$ cat config.mk
export PLATFORM = sky130hd
export DESIGN_NAME = dac_spi_responder
export DESIGN_NICKNAME = d
export VERILOG_FILES = /design/src/rtl/dac_spi_pkg.sv /design/src/rtl/dac_spi_in_sync.sv /design/src/rtl/dac_spi_responder.sv
export SDC_FILE = /design/constraint.sdc
export NUM_CORES = 1
export LEC_CHECK = 0
export BUFFER_PORTS_ARGS = -buffer_cell sky130_fd_sc_hd__buf_2
export CAP_MARGIN = 20
export CELL_PAD_IN_SITES_DETAIL_PLACEMENT = 1
export CELL_PAD_IN_SITES_GLOBAL_PLACEMENT = 1
export CORE_ASPECT_RATIO = 0.5
export CORE_UTILIZATION = 47
export DETAILED_ROUTE_END_ITERATION = 6
export PLACE_DENSITY = 0.85
export SLEW_MARGIN = 20
export SYNTH_ARGS = -nofsm -noshare
export SYNTH_HDL_FRONTEND = slang
export SYNTH_HIERARCHICAL = 1
export SYNTH_SLANG_ARGS = --single-unit
$ cat constraint.sdc
create_clock -name clk -period 10.2 [get_ports clk]
set_input_delay 2.55 -clock clk [delete_from_list [all_inputs] [get_ports clk]]
set_output_delay 2.55 -clock clk [all_outputs]
set_load 0.01 [all_outputs]
$ cat src/rtl/dac_spi_pkg.sv
// Shared state encoding, register map constants and reset helper for the
// DAC-side SPI responder.
package dac_spi_pkg;

    typedef enum logic [2:0] {
        IDLE,
        INSTR,
        WR,
        RD,
        HOLD
    } state_e;

    localparam int ADDR_W = 5;
    localparam int NUM_REGS = 1 << ADDR_W;
    localparam logic [ADDR_W-1:0] REG_ID = 5'h1F;
    localparam logic [ADDR_W-1:0] REG_CTRL = 5'h00;
    localparam int SDIODIR = 7;
    localparam int SOFTRST = 5;

    function automatic logic [7:0] regResetVal(input logic [ADDR_W-1:0] addr,
                                               input logic [7:0] chipId);
        return (addr == REG_ID) ? chipId : 8'h00;
    endfunction

endpackage

$ cat src/rtl/dac_spi_in_sync.sv
// Multi-bit synchroniser for asynchronous SPI pins with rise/fall detection
// on the synchronised values.
module spi_in_sync #(
    parameter int WIDTH = 1,
    parameter int STAGES = 2,
    parameter logic [WIDTH-1:0] RESET_VAL = '0
) (
    input  logic             clk,
    input  logic             rst,
    input  logic [WIDTH-1:0] d_i,
    output logic [WIDTH-1:0] q_o,
    output logic [WIDTH-1:0] rise_o,
    output logic [WIDTH-1:0] fall_o
);

    logic [WIDTH-1:0] sync_q [STAGES];
    logic [WIDTH-1:0] prev_q;

    always_ff @(posedge clk or posedge rst) begin
        if (rst) begin
            for (int i = 0; i < STAGES; i++) begin
                sync_q[i] <= RESET_VAL;
            end
            prev_q <= RESET_VAL;
        end else begin
            sync_q[0] <= d_i;
            for (int i = 1; i < STAGES; i++) begin
                sync_q[i] <= sync_q[i-1];
            end
            prev_q <= sync_q[STAGES-1];
        end
    end

    assign q_o    = sync_q[STAGES-1];
    assign rise_o = q_o & ~prev_q;
    assign fall_o = ~q_o & prev_q;

endmodule

$ cat src/rtl/dac_spi_responder.sv
// Clock-oversampled SPI responder modelling the DAC end of the config port:
// 32 x 8 register file, DAC-style instruction decode, write reporting.
module dac_spi_responder
    import dac_spi_pkg::*;
#(
    parameter logic [7:0] CHIP_ID = 8'h0A,
    parameter int SYNC_STAGES = 2
) (
    input  logic              clk,
    input  logic              rst,
    input  logic              sclk,
    input  logic              csb,
    input  logic              sdio_in,
    output logic              sdio_out,
    output logic              sdio_oe,
    output logic              sdo,
    output logic              wr_stb,
    output logic [ADDR_W-1:0] wr_addr,
    output logic [7:0]        wr_data,
    output logic              abort,
    output logic              busy
);

    logic [2:0] pinSync, pinRise, pinFall;
    logic       sclkRise, sclkFall, csbSync, csbRise, sdioSync;
    logic       unusedEdges;

    // csb idles high, so its synchroniser resets high to avoid a phantom select
    spi_in_sync #(
        .WIDTH    (3),
        .STAGES   (SYNC_STAGES),
        .RESET_VAL(3'b010)
    ) u_sync (
        .clk   (clk),
        .rst   (rst),
        .d_i   ({sdio_in, csb, sclk}),
        .q_o   (pinSync),
        .rise_o(pinRise),
        .fall_o(pinFall)
    );

    assign sclkRise    = pinRise[0];
    assign sclkFall    = pinFall[0];
    assign csbSync     = pinSync[1];
    assign csbRise     = pinRise[1];
    assign sdioSync    = pinSync[2];
    assign unusedEdges = ^{pinSync[0], pinFall[2:1], pinRise[2]};

    state_e            state_q, state_d;
    logic [2:0]        bitCnt_q, bitCnt_d;
    logic [7:0]        shift_q, shift_d;
    logic [ADDR_W-1:0] addr_q, addr_d;
    logic [1:0]        bytesLeft_q, bytesLeft_d;
    logic [7:0]        outShift_q, outShift_d;
    logic              wrStb_q, wrStb_d;
    logic [ADDR_W-1:0] wrAddr_q, wrAddr_d;
    logic [7:0]        wrData_q, wrData_d;
    logic              abort_q, abort_d;
    logic [7:0]        regs_q [NUM_REGS];
    logic [7:0]        inByte;
    logic              regWe, softRst, sdioDir;

    assign inByte = {shift_q[6:0], sdioSync};

    // csb release is checked first so a coincident sclk edge is dropped
    always_comb begin
        state_d     = state_q;
        bitCnt_d    = bitCnt_q;
        shift_d     = shift_q;
        addr_d      = addr_q;
        bytesLeft_d = bytesLeft_q;
        outShift_d  = outShift_q;
        wrStb_d     = 1'b0;
        wrAddr_d    = wrAddr_q;
        wrData_d    = wrData_q;
        abort_d     = 1'b0;
        regWe       = 1'b0;
        softRst     = 1'b0;

        if (csbRise) begin
            softRst = regs_q[REG_CTRL][SOFTRST];
            state_d = IDLE;
            case (state_q)
                INSTR:   abort_d = (bitCnt_q != 3'd0);
                WR, RD:  abort_d = 1'b1;
                default: abort_d = 1'b0;
            endcase
        end else begin
            case (state_q)
                IDLE: begin
                    if (!csbSync) begin
                        state_d    = INSTR;
                        bitCnt_d   = 3'd0;
                        outShift_d = 8'h00;
                    end
                end
                INSTR: begin
                    if (sclkRise) begin
                        shift_d  = inByte;
                        bitCnt_d = bitCnt_q + 3'd1;
                        if (bitCnt_q == 3'd7) begin
                            addr_d      = inByte[4:0];
                            bytesLeft_d = inByte[6:5];
                            state_d     = inByte[7] ? RD : WR;
                        end
                    end
                end
                WR: begin
                    if (sclkRise) begin
                        shift_d  = inByte;
                        bitCnt_d = bitCnt_q + 3'd1;
                        if (bitCnt_q == 3'd7) begin
                            if (addr_q != REG_ID) begin
                                regWe    = 1'b1;
                                wrStb_d  = 1'b1;
                                wrAddr_d = addr_q;
                                wrData_d = inByte;
                            end
                            addr_d = addr_q + ADDR_W'(1);
                            if (bytesLeft_q == 2'd0) begin
                                state_d = HOLD;
                            end else begin
                                bytesLeft_d = bytesLeft_q - 2'd1;
                            end
                        end
                    end
                end
                RD: begin
                    // Bit count tracks rising edges, so a fall at count 0 starts a new byte
                    if (sclkFall) begin
                        outShift_d = (bitCnt_q == 3'd0) ? regs_q[addr_q]
                                                        : {outShift_q[6:0], 1'b0};
                    end
                    if (sclkRise) begin
                        bitCnt_d = bitCnt_q + 3'd1;
                        if (bitCnt_q == 3'd7) begin
                            addr_d = addr_q + ADDR_W'(1);
                            if (bytesLeft_q == 2'd0) begin
                                state_d = HOLD;
                            end else begin
                                bytesLeft_d = bytesLeft_q - 2'd1;
                            end
                        end
                    end
                end
                HOLD:    state_d = HOLD;
                default: state_d = IDLE;
            endcase
        end
    end

    always_ff @(posedge clk or posedge rst) begin
        if (rst) begin
            state_q     <= IDLE;
            bitCnt_q    <= 3'd0;
            shift_q     <= 8'h00;
            addr_q      <= '0;
            bytesLeft_q <= 2'd0;
            outShift_q  <= 8'h00;
            wrStb_q     <= 1'b0;
            wrAddr_q    <= '0;
            wrData_q    <= 8'h00;
            abort_q     <= 1'b0;
            for (int i = 0; i < NUM_REGS; i++) begin
                regs_q[i] <= regResetVal(ADDR_W'(i), CHIP_ID);
            end
        end else begin
            state_q     <= state_d;
            bitCnt_q    <= bitCnt_d;
            shift_q     <= shift_d;
            addr_q      <= addr_d;
            bytesLeft_q <= bytesLeft_d;
            outShift_q  <= outShift_d;
            wrStb_q     <= wrStb_d;
            wrAddr_q    <= wrAddr_d;
            wrData_q    <= wrData_d;
            abort_q     <= abort_d;
            if (softRst) begin
                for (int i = 0; i < NUM_REGS; i++) begin
                    regs_q[i] <= regResetVal(ADDR_W'(i), CHIP_ID);
                end
            end else if (regWe) begin
                regs_q[addr_q] <= inByte;
            end
        end
    end

    // Output enable also drops on the raw synchronised csb so release is immediate
    assign sdioDir  = regs_q[REG_CTRL][SDIODIR];
    assign sdio_out = ~sdioDir & outShift_q[7];
    assign sdo      = sdioDir & outShift_q[7];
    assign sdio_oe  = (state_q == RD) & ~sdioDir & ~csbSync;
    assign wr_stb   = wrStb_q;
    assign wr_addr  = wrAddr_q;
    assign wr_data  = wrData_q;
    assign abort    = abort_q;
    assign busy     = ~csbSync;

endmodule

==> results.md, run 1 <==
- Met3 global-route usage: 4.75%
- Register clock-pin slew on the reported worst setup and hold paths: 0.06 ns
- Top Usage Layer GRT: met2
- Initial Util: 48.0%
- Dpl cells: 1728
- Setup Buffers After CTS: 0
- Vias in the first global route: 11600
- Drt initial violations: 1037
- Worst path max stage delay: 0.87 ns
- Die ar.: 33300 um2
- Setup ws final: 5.72 ns
- DP HPWL: 28.2 mm
- Most common cell type on the critical path: buf_4
- WL final: 45.0 mm
- Met2 Use GR: 45.6%
- RSZ-0062 raised after global routing: false
- Via density: 6.20
- Final period util: 43.9%
- TritonCTS clock tree: yes
- Commonest cells after routing, fill and taps aside: mux2i_1, dfrtp_1, nor2_1
- CP arrival: 5.03 ns
- I/O pins: 24
- Post-DRT Antenna Nets: 0
- Status: finished, final reports clean
- Synth Warn #: 6
- Port-buffer cells: 23
- CP startpoint kind: input port
- Final hold vios: 0
- Crit path time final: 4.48 ns
- Initial antenna violation count: 3
- Chip width: 257 um
- Max-slew violations: 0
- CP max-delay cell: buf_4
- Routed WL per cell: 25.3 um
- Buffers & Inverters on Critical Path: 4
- Total iterations of the first detailed-routing run: 5
- Largest net degree at the start of global routing: 105
- Max-slew headroom: 26.4%
- First-pass GRT wire length: 70.4 mm
- Final std cells w/o fill: 1777
- Pwr/cell area: 172 nW/um2
- H-tree Lvls: 1
- All-Layer GR Usage: 27.5%
- Leading cell type in the layout, fill and taps excluded: mux2i_1
- M1 GR Usage: 37.6%
- Max-cap violations: 0
- # diodes: 0
- Synthesis-to-finish area growth: 8.33%
- Critical path type: input port to async pin
- CTS Buf Count: 29
- Clock Tree Root: clkbuf_16
- # setup viols final: 0
- Syn Std Cell Area: 15300 um2
- Setup TNS: 0 ns
- FILL cells: 3330
- Core ar.: 31800 um2
- Gpl congestion: 0.876
- Post-CTS Resized: 0
- Setup WS pre-CTS: 5.08 ns
- Worst EP required: 10.75 ns
- Syn Nets: 1375
- CTS Hold Bufs: 0
- CTS Buffer Depth: 3
- Die Ht: 129 um
- Crit-path leading delay family: buffers and inverters
- Lkg Pwr: 9.40 nW
- Critical Path, Cell by Cell: buf_2, clkinvlp_4, buf_4, buf_4
- CP Capture Type: async pin
- CTS sink cnt: 307
- Avg Cell Area, Syn: 11.2 um2
- Via count: 11000
- Synth Instances: 1360
- Fin util: 52.0%
- Row Count: 46
- Nets: 1342
- Worst Skew: 0.00751 ns
- Worst VDD drop: 137 uV
- HP Class: flop to flop
- Peak fanout along the critical path: 76
- Post-route DRC: 0
- Slew at the pin closest to its max-slew limit: 1.10 ns
- Grt total ovfl: 0
- Worst-skew pair later-pin latency: 0.56 ns
- Layout cells sized above 1: 14.3%
- Max frequency: 223 MHz
==> cell type report <==
class	count	area (um2)	share of cell area (%)
repair buffers	48	307	1.85
multi-input cells	931	7010	42.4
well taps	432	541	3.27
clock buffers	42	835	5.05
flip-flops and latches	307	7690	46.5
clock inverters	7	113	0.681
inverters	10	41.3	0.250
==> path summary, 6_finish.rpt <==
path | from | depth (start not counted) | slack (ns) | end
worst min-delay path | u_sync/sync_q[4] | 0 | 0.36 | u_sync/q_o[1]
max in group clk | state_q[1] | 3 | 5.77 | sdio_oe
worst max register to register | addr_q[1] | 9 | 5.96 | regs_q[155]
min in group asynchronous | rst | 2 | 1.98 | u_sync/sync_q[5]
worst min register to register | u_sync/sync_q[4] | 0 | 0.36 | u_sync/q_o[1]
worst max-delay path | rst | 4 | 5.72 | regs_q[58]
==> metal layers <==
| layer | vias up | wire (um) | share of wire [%] |
|---|---|---|---|
| li1 | 4679 | - | - |
| met1 | 5843 | 19600 | 44 |
| met2 | 401 | 21400 | 48 |
| met3 | 91 | 2780 | 6.2 |
| met4 | 2 | 1180 | 2.6 |
| met5 | - | 13 | 0.029 |
==> per-stage QoR <==
stage          hold WS (ns)  power (mW)  cell area, um2
2_1_floorplan         0.331        1.56           15300
3_3_place_gp          0.333        1.71           15600
4_1_cts               0.355        2.84           16500
5_1_grt               0.357        2.91           16500
3_5_place_dp          0.348        1.73           15600
6_report              0.355        2.84           16500
==> state kept, by name (all words and copies together), names as in the netlist, 3 cells and up <==
signal         flops
u_sync/q_o         3
addr_q             5
wr_addr            5
wr_data            8
state_q            3
regs_q           256
outShift_q         8
shift_q            7
bitCnt_q           3
u_sync/sync_q      3
==> where the power goes <==
group / internal (mW) / switching [mW] / leakage, nW
combinational: 0.111 / 0.309 / 4.69
sequential: 1.24 / 0.0666 / 4.24
clock: 0.639 / 0.480 / 0.463
==> worst register-to-register path, stage by stage, from the launching register on <==
cell	delay [ns]
dfrtp_4	0.73
ha_1	0.61
and3_1	0.34
ha_1	0.18
nor3_1	0.15
and4_2	0.69
buf_4	0.51
nand4_2	0.47
mux2i_1	0.35
nor2_1	0.07
No activity file was read; power rests on OpenSTA's default activity.
==> inputs of run 2 (changes only) <==
==> constraint.sdc (replaced) <==
create_clock -name clk -period 4.02 [get_ports clk]
set_input_delay 1.005 -clock clk [delete_from_list [all_inputs] [get_ports clk]]
set_output_delay 1.005 -clock clk [all_outputs]
set_load 0.01 [all_outputs]
==> run 2 against run 1 <==
Compared with the run above:
- first-iteration DRC count up 11%
- sequential share of layout area down 0.42 points
- combinational power up 150%
- sequential cell count is the same
- die area did not move
- global-route usage rose by 0.28 points
- final area up 0.92%
- critical path depth grew 5
==> results.md, run 2 (synthesized netlist as in run 1, its figures left out) <==
- Status: finished, final reports clean
- Fin util: 52.4%
- Core ar.: 31800 um2
- Lkg Pwr: 9.47 nW
- Port-buffer cells: 23
- Register clock-pin slew on the reported worst setup and hold paths: 0.07 ns
- Initial Util: 48.0%
- Worst flop-to-flop path endpoint: regs_q[29]
- Metal2 WL: 21.5 mm
- RSZ-0062 raised after global routing: false
- Largest net degree at the start of global routing: 147
- Pwr/cell area: 439 nW/um2
- Initial antenna violation count: 1
- Post-DRT Antenna Nets: 0
- H-tree Lvls: 1
- # diodes: 0
- CTS sink cnt: 307
- TritonCTS clock tree: yes
- Routed WL per cell: 25.4 um
- Vias in the first global route: 11800
- Storage element area: 7690 um2
- Setup Buffers After CTS: 0
- Max-slew headroom: 34.3%
- Die Ht: 129 um
- DP HPWL: 28.5 mm
- Via density: 6.20
- Flop2flop setup slack: 0.82 ns
- Hold Slack: 0.361 ns
- Cells on worst reg2reg path: 9
- Max frequency: 313 MHz
- Worst VDD drop: 347 uV
- FILL cells: 3311
- Worst r2r src: addr_q[0]
- CP arrival: 3.60 ns
- Nets: 1346
- WHS Endpoint: u_sync/q_o[0]
- Grt total ovfl: 0
- First-pass GRT wire length: 71.1 mm
- Post-route DRC: 0
- Die ar.: 33300 um2
- Commonest cells after routing, fill and taps aside: mux2i_1, dfrtp_1, nor2_1
- CP Capture Type: flop
- Register bank with the most flops: regs_q
- I/O pins: 24
- # setup viols final: 0
- Slew at the pin closest to its max-slew limit: 0.985 ns
- WL final: 45.3 mm
- CTS Buf Count: 31
- CTS Hold Bufs: 0
- Worst EP required: 4.42 ns
- CTS Buffer Depth: 3
- Drt initial violations: 1147
- Clock Tree Root: clkbuf_16
- Total iterations of the first detailed-routing run: 5
- Via count: 11100
- Top Layer Used: met4
- Peak fanout along the critical path: 18
- M1 WL: 19.3 mm
- Synthesis-to-finish area growth: 9.33%
- HP Class: flop to flop
- Crit path time final: 3.20 ns
- Leading cell type in the layout, fill and taps excluded: mux2i_1
- Worst Skew: 0.0199 ns
- All-Layer GR Usage: 27.8%
- Chip width: 257 um
- Critical path type: flop to flop
- Post-CTS Resized: 0
- Final Power: 7.33 mW
- Multi-input gate area: 7010 um2
- Final period util: 79.5%
- Final hold vios: 0
- Gpl congestion: 0.885
- CP startpoint kind: flop
- Max reg flops: 256
- Row Count: 46
- Hold path startpoint: u_sync/sync_q[3]
- Worst-skew pair later-pin latency: 0.57 ns
- Layout cells sized above 1: 14.8%
- Max-cap violations: 0
- Max-slew violations: 0
- Hold path depth: 0
- Wire length on met3: 3.24 mm
- Setup TNS: 0 ns
run 2: cell count changes in the layout (fill, tap and decap cells not counted), sizes merged:
cell	change
buf	+2
clkinv	+1
clkinvlp	-1
clkbuf	+7
bufinv	-1
inv	+1
run 2: layout make-up:
type / count / area share (%)
flip-flops and latches: 307 / 46.1
multi-input cells: 931 / 42.0
clock buffers: 49 / 5.59
well taps: 432 / 3.24
repair buffers: 50 / 2.28
clock inverters: 7 / 0.547
inverters: 10 / 0.247
run 2: power breakdown:
| group | switching (mW) | leakage [nW] | total (mW) | internal (mW) |
|---|---|---|---|---|
| sequential | 0.209 | 4.24 | 3.35 | 3.14 |
| combinational | 0.744 | 4.72 | 1.03 | 0.282 |
| clock | 1.24 | 0.507 | 2.96 | 1.71 |
| total | 2.20 | 9.47 | 7.33 | 5.14 |
run 2: worst max-delay path by stage:
stage	from	endpoint	slack, ns	cells after the start
3_3_place_gp	addr_q[0]	regs_q[7]	1.07	9
3_5_place_dp	addr_q[0]	regs_q[4]	0.89	9
5_1_grt	addr_q[0]	regs_q[2]	0.67	9
4_1_cts	addr_q[0]	regs_q[4]	0.82	9
2_1_floorplan	rst	abort	-0.96	1
6_report	addr_q[0]	regs_q[29]	0.82	9
run 2: critical path, cell delays in order (launching register included):
cell and delay [ns]:
dfrtp_2 0.52, ha_1 0.25, and3_1 0.19, ha_1 0.18
nor3_1 0.21, and4_2 0.46, buf_4 0.37, nand4_2 0.42
mux2i_1 0.33, nor2_1 0.09
run 2: metal layers:
metal | GRT usage, % | vias up
met2 | 46.2 | 378
met3 | 5.83 | 97
li1 | - | 4702
met4 | 8.72 | 0
met5 | 0 | -
met1 | 37.0 | 5901
run 2: metrics by stage:
step / worst slack [ns] / cells / area, um2
floorplan: -0.956 / 1360 / 15300
global placement: 1.07 / 1730 / 15700
detailed placement: 0.893 / 1730 / 15700
CTS: 0.818 / 1786 / 16700
global route: 0.669 / 1786 / 16700
finish: 0.822 / 1786 / 16700
==> inputs of run 3 (changes only) <==
--- a/config.mk
+++ b/config.mk
@@ -5,14 +5,15 @@
 export SDC_FILE = /design/constraint.sdc
 export NUM_CORES = 1
 export LEC_CHECK = 0
+export ABC_AREA = 1
 export BUFFER_PORTS_ARGS = -buffer_cell sky130_fd_sc_hd__buf_2
 export CAP_MARGIN = 20
 export CELL_PAD_IN_SITES_DETAIL_PLACEMENT = 1
 export CELL_PAD_IN_SITES_GLOBAL_PLACEMENT = 1
 export CORE_ASPECT_RATIO = 0.5
-export CORE_UTILIZATION = 47
+export CORE_UTILIZATION = 43
 export DETAILED_ROUTE_END_ITERATION = 6
-export PLACE_DENSITY = 0.85
+export PLACE_DENSITY = 0.84
 export SLEW_MARGIN = 20
 export SYNTH_ARGS = -nofsm -noshare
 export SYNTH_HDL_FRONTEND = slang
==> constraint.sdc (replaced) <==
create_clock -name clk -period 2.9 [get_ports clk]
set_input_delay 0.725 -clock clk [delete_from_list [all_inputs] [get_ports clk]]
set_output_delay 0.725 -clock clk [all_outputs]
set_load 0.01 [all_outputs]
==> run 3 against run 2 <==
Compared with the run above:
- sequential cell count unchanged
- first-iteration DRC count up 0.44%
- via count up 18%
- die area up 4.0%
- sequential share of layout area up 1.4 points
- worst hold slack worse by 0.24 ns
==> results.md, run 3 <==
- Row Count: 47
- TritonCTS clock tree: yes
- Storage element area: 7690 um2
- CP Capture Type: flop
- Worst VDD drop: 491 uV
- I/O pins: 24
- Vias in the first global route: 13500
- Pwr/cell area: 786 nW/um2
- Crit-path leading delay family: buffers and inverters
- Comb power frac: 33.0%
- Routed WL per cell: 20.5 um
- Drt initial violations: 1152
- P_int: 7.74 mW
- Dpl cells: 2239
- Post-DRT Antenna Nets: 0
- Register clock-pin slew on the reported worst setup and hold paths: 0.07 ns
- Net Sw Power: 4.98 mW
- H-tree Lvls: 1
- Via count: 13000
- FILL cells: 4070
- Setup TNS: 0 ns
- Initial Util: 43.8%
- Synth Instances: 1827
- Final hold vios: 0
- HP Class: input port to async pin
- Commonest cells after routing, fill and taps aside: nand2_1, dfrtp_1, inv_1
- Final period util: 87.2%
- Leading cell type in the layout, fill and taps excluded: nand2_1
- CP startpoint kind: flop
- Via density: 5.68
- Max frequency: 395 MHz
- Worst path max stage delay: 0.51 ns
- Initial antenna violation count: 0
- Layout cells sized above 1: 7.19%
- Worst-skew pair later-pin latency: 0.57 ns
- Gpl congestion: 0.867
- Clock Power Share: 30.9%
- Die ar.: 34600 um2
- Port-buffer cells: 23
- Fin util: 48.8%
- Cells on worst reg2reg path: 9
- CTS Buffer Depth: 3
- Critical path type: flop to flop
- Worst Skew: 0.0148 ns
- DP HPWL: 30.3 mm
- First-pass GRT wire length: 75.8 mm
- Grt total ovfl: 0
- # diodes: 0
- Post-route DRC: 0
- Largest net degree at the start of global routing: 97
- Max-cap violations: 0
- Clock Tree Root: clkbuf_16
- Post-CTS Resized: 0
- CTS Hold Bufs: 0
- RSZ-0062 raised after global routing: false
- Worst EP required: 3.37 ns
- Sequential fraction of design power: 36.2%
- # setup viols final: 0
- WL final: 47.0 mm
- Status: finished, final reports clean
- Total iterations of the first detailed-routing run: 5
- Lkg Pwr: 8.10 nW
- Max reg flops: 256
- Chip width: 262 um
- Setup Buffers After CTS: 0
- Max-slew violations: 0
- Max-slew headroom: 54.2%
- Register bank with the most flops: regs_q
- Crit path time final: 2.53 ns
- Synthesis-to-finish area growth: 11.3%
- Sw Share: 39.2%
- CTS Buf Count: 29
- Slew at the pin closest to its max-slew limit: 0.686 ns
- Critical Path, Cell by Cell: ha_1, nand2_1, nor2_1, ha_1, nor4_4, buf_4, nand2_1, buf_4, o22ai_1
- Levels on crit path: 9
- Hold Slack: 0.124 ns
- CP arrival: 2.99 ns
- Avg Cell Area, Syn: 7.96 um2
- Die Ht: 132 um
- Syn Std Cell Area: 14500 um2
- Synth Warn #: 6
- Multi-input gate area: 5530 um2
- All-Layer GR Usage: 27.9%
- CP max-delay cell: dfrtp_4
- Buffers & Inverters on Critical Path: 2
- Core ar.: 33200 um2
- Nets: 1844
- Peak fanout along the critical path: 25
- Final std cells w/o fill: 2291
- Syn Nets: 1842
- CTS sink cnt: 307
## run 3: final timing paths
| path | startpoint | slack [ns] | endpoint |
|---|---|---|---|
| min in group clk | csb | 0.26 | u_sync/sync_q[4] |
| min | rst | 0.12 | u_sync/prev_q[0] |
| max | addr_q[0] | 0.37 | regs_q[178] |
| min reg2reg | u_sync/sync_q[4] | 0.36 | u_sync/q_o[1] |
| max reg2reg | addr_q[0] | 0.37 | regs_q[178] |
| max in group asynchronous | rst | 1.80 | regs_q[45] |
## run 3: per-stage QoR
step / total power [mW] / worst slack, ns / instance area, um2
2_1_floorplan: 7.35 / -1.80 / 14500
3_3_place_gp: 8.67 / 0.495 / 15200
3_5_place_dp: 8.78 / 0.398 / 15200
4_1_cts: 12.7 / 0.376 / 16200
5_1_grt: 13.3 / 0.187 / 16200
6_report: 12.7 / 0.371 / 16200
## run 3: layer usage
metal  global-route usage, %  routed length (um)
met1                    42.0               22200
met2                    41.3               20600
met3                    5.23                2920
met4                    7.42                1240
met5                       0                   0
## run 3: cell type report
type	count	area share [%]
Sequential cell	307	47.5
Multi-Input combinational cell	1180	34.2
Inverter	250	5.83
Timing Repair Buffer	61	3.09
Tap cell	441	3.41
Clock inverter	8	0.441
Clock buffer	44	5.51
## run 3: power by group through the flow
stage                     Clock (mW)  Combinational, mW  Sequential (mW)
after global routing            4.11               4.60             4.62
after CTS                       3.95               4.15             4.60
after global placement             0               4.00             4.66
final                           3.93               4.19             4.60
after floorplan                    0               2.74             4.61
after detailed placement           0               4.11             4.67
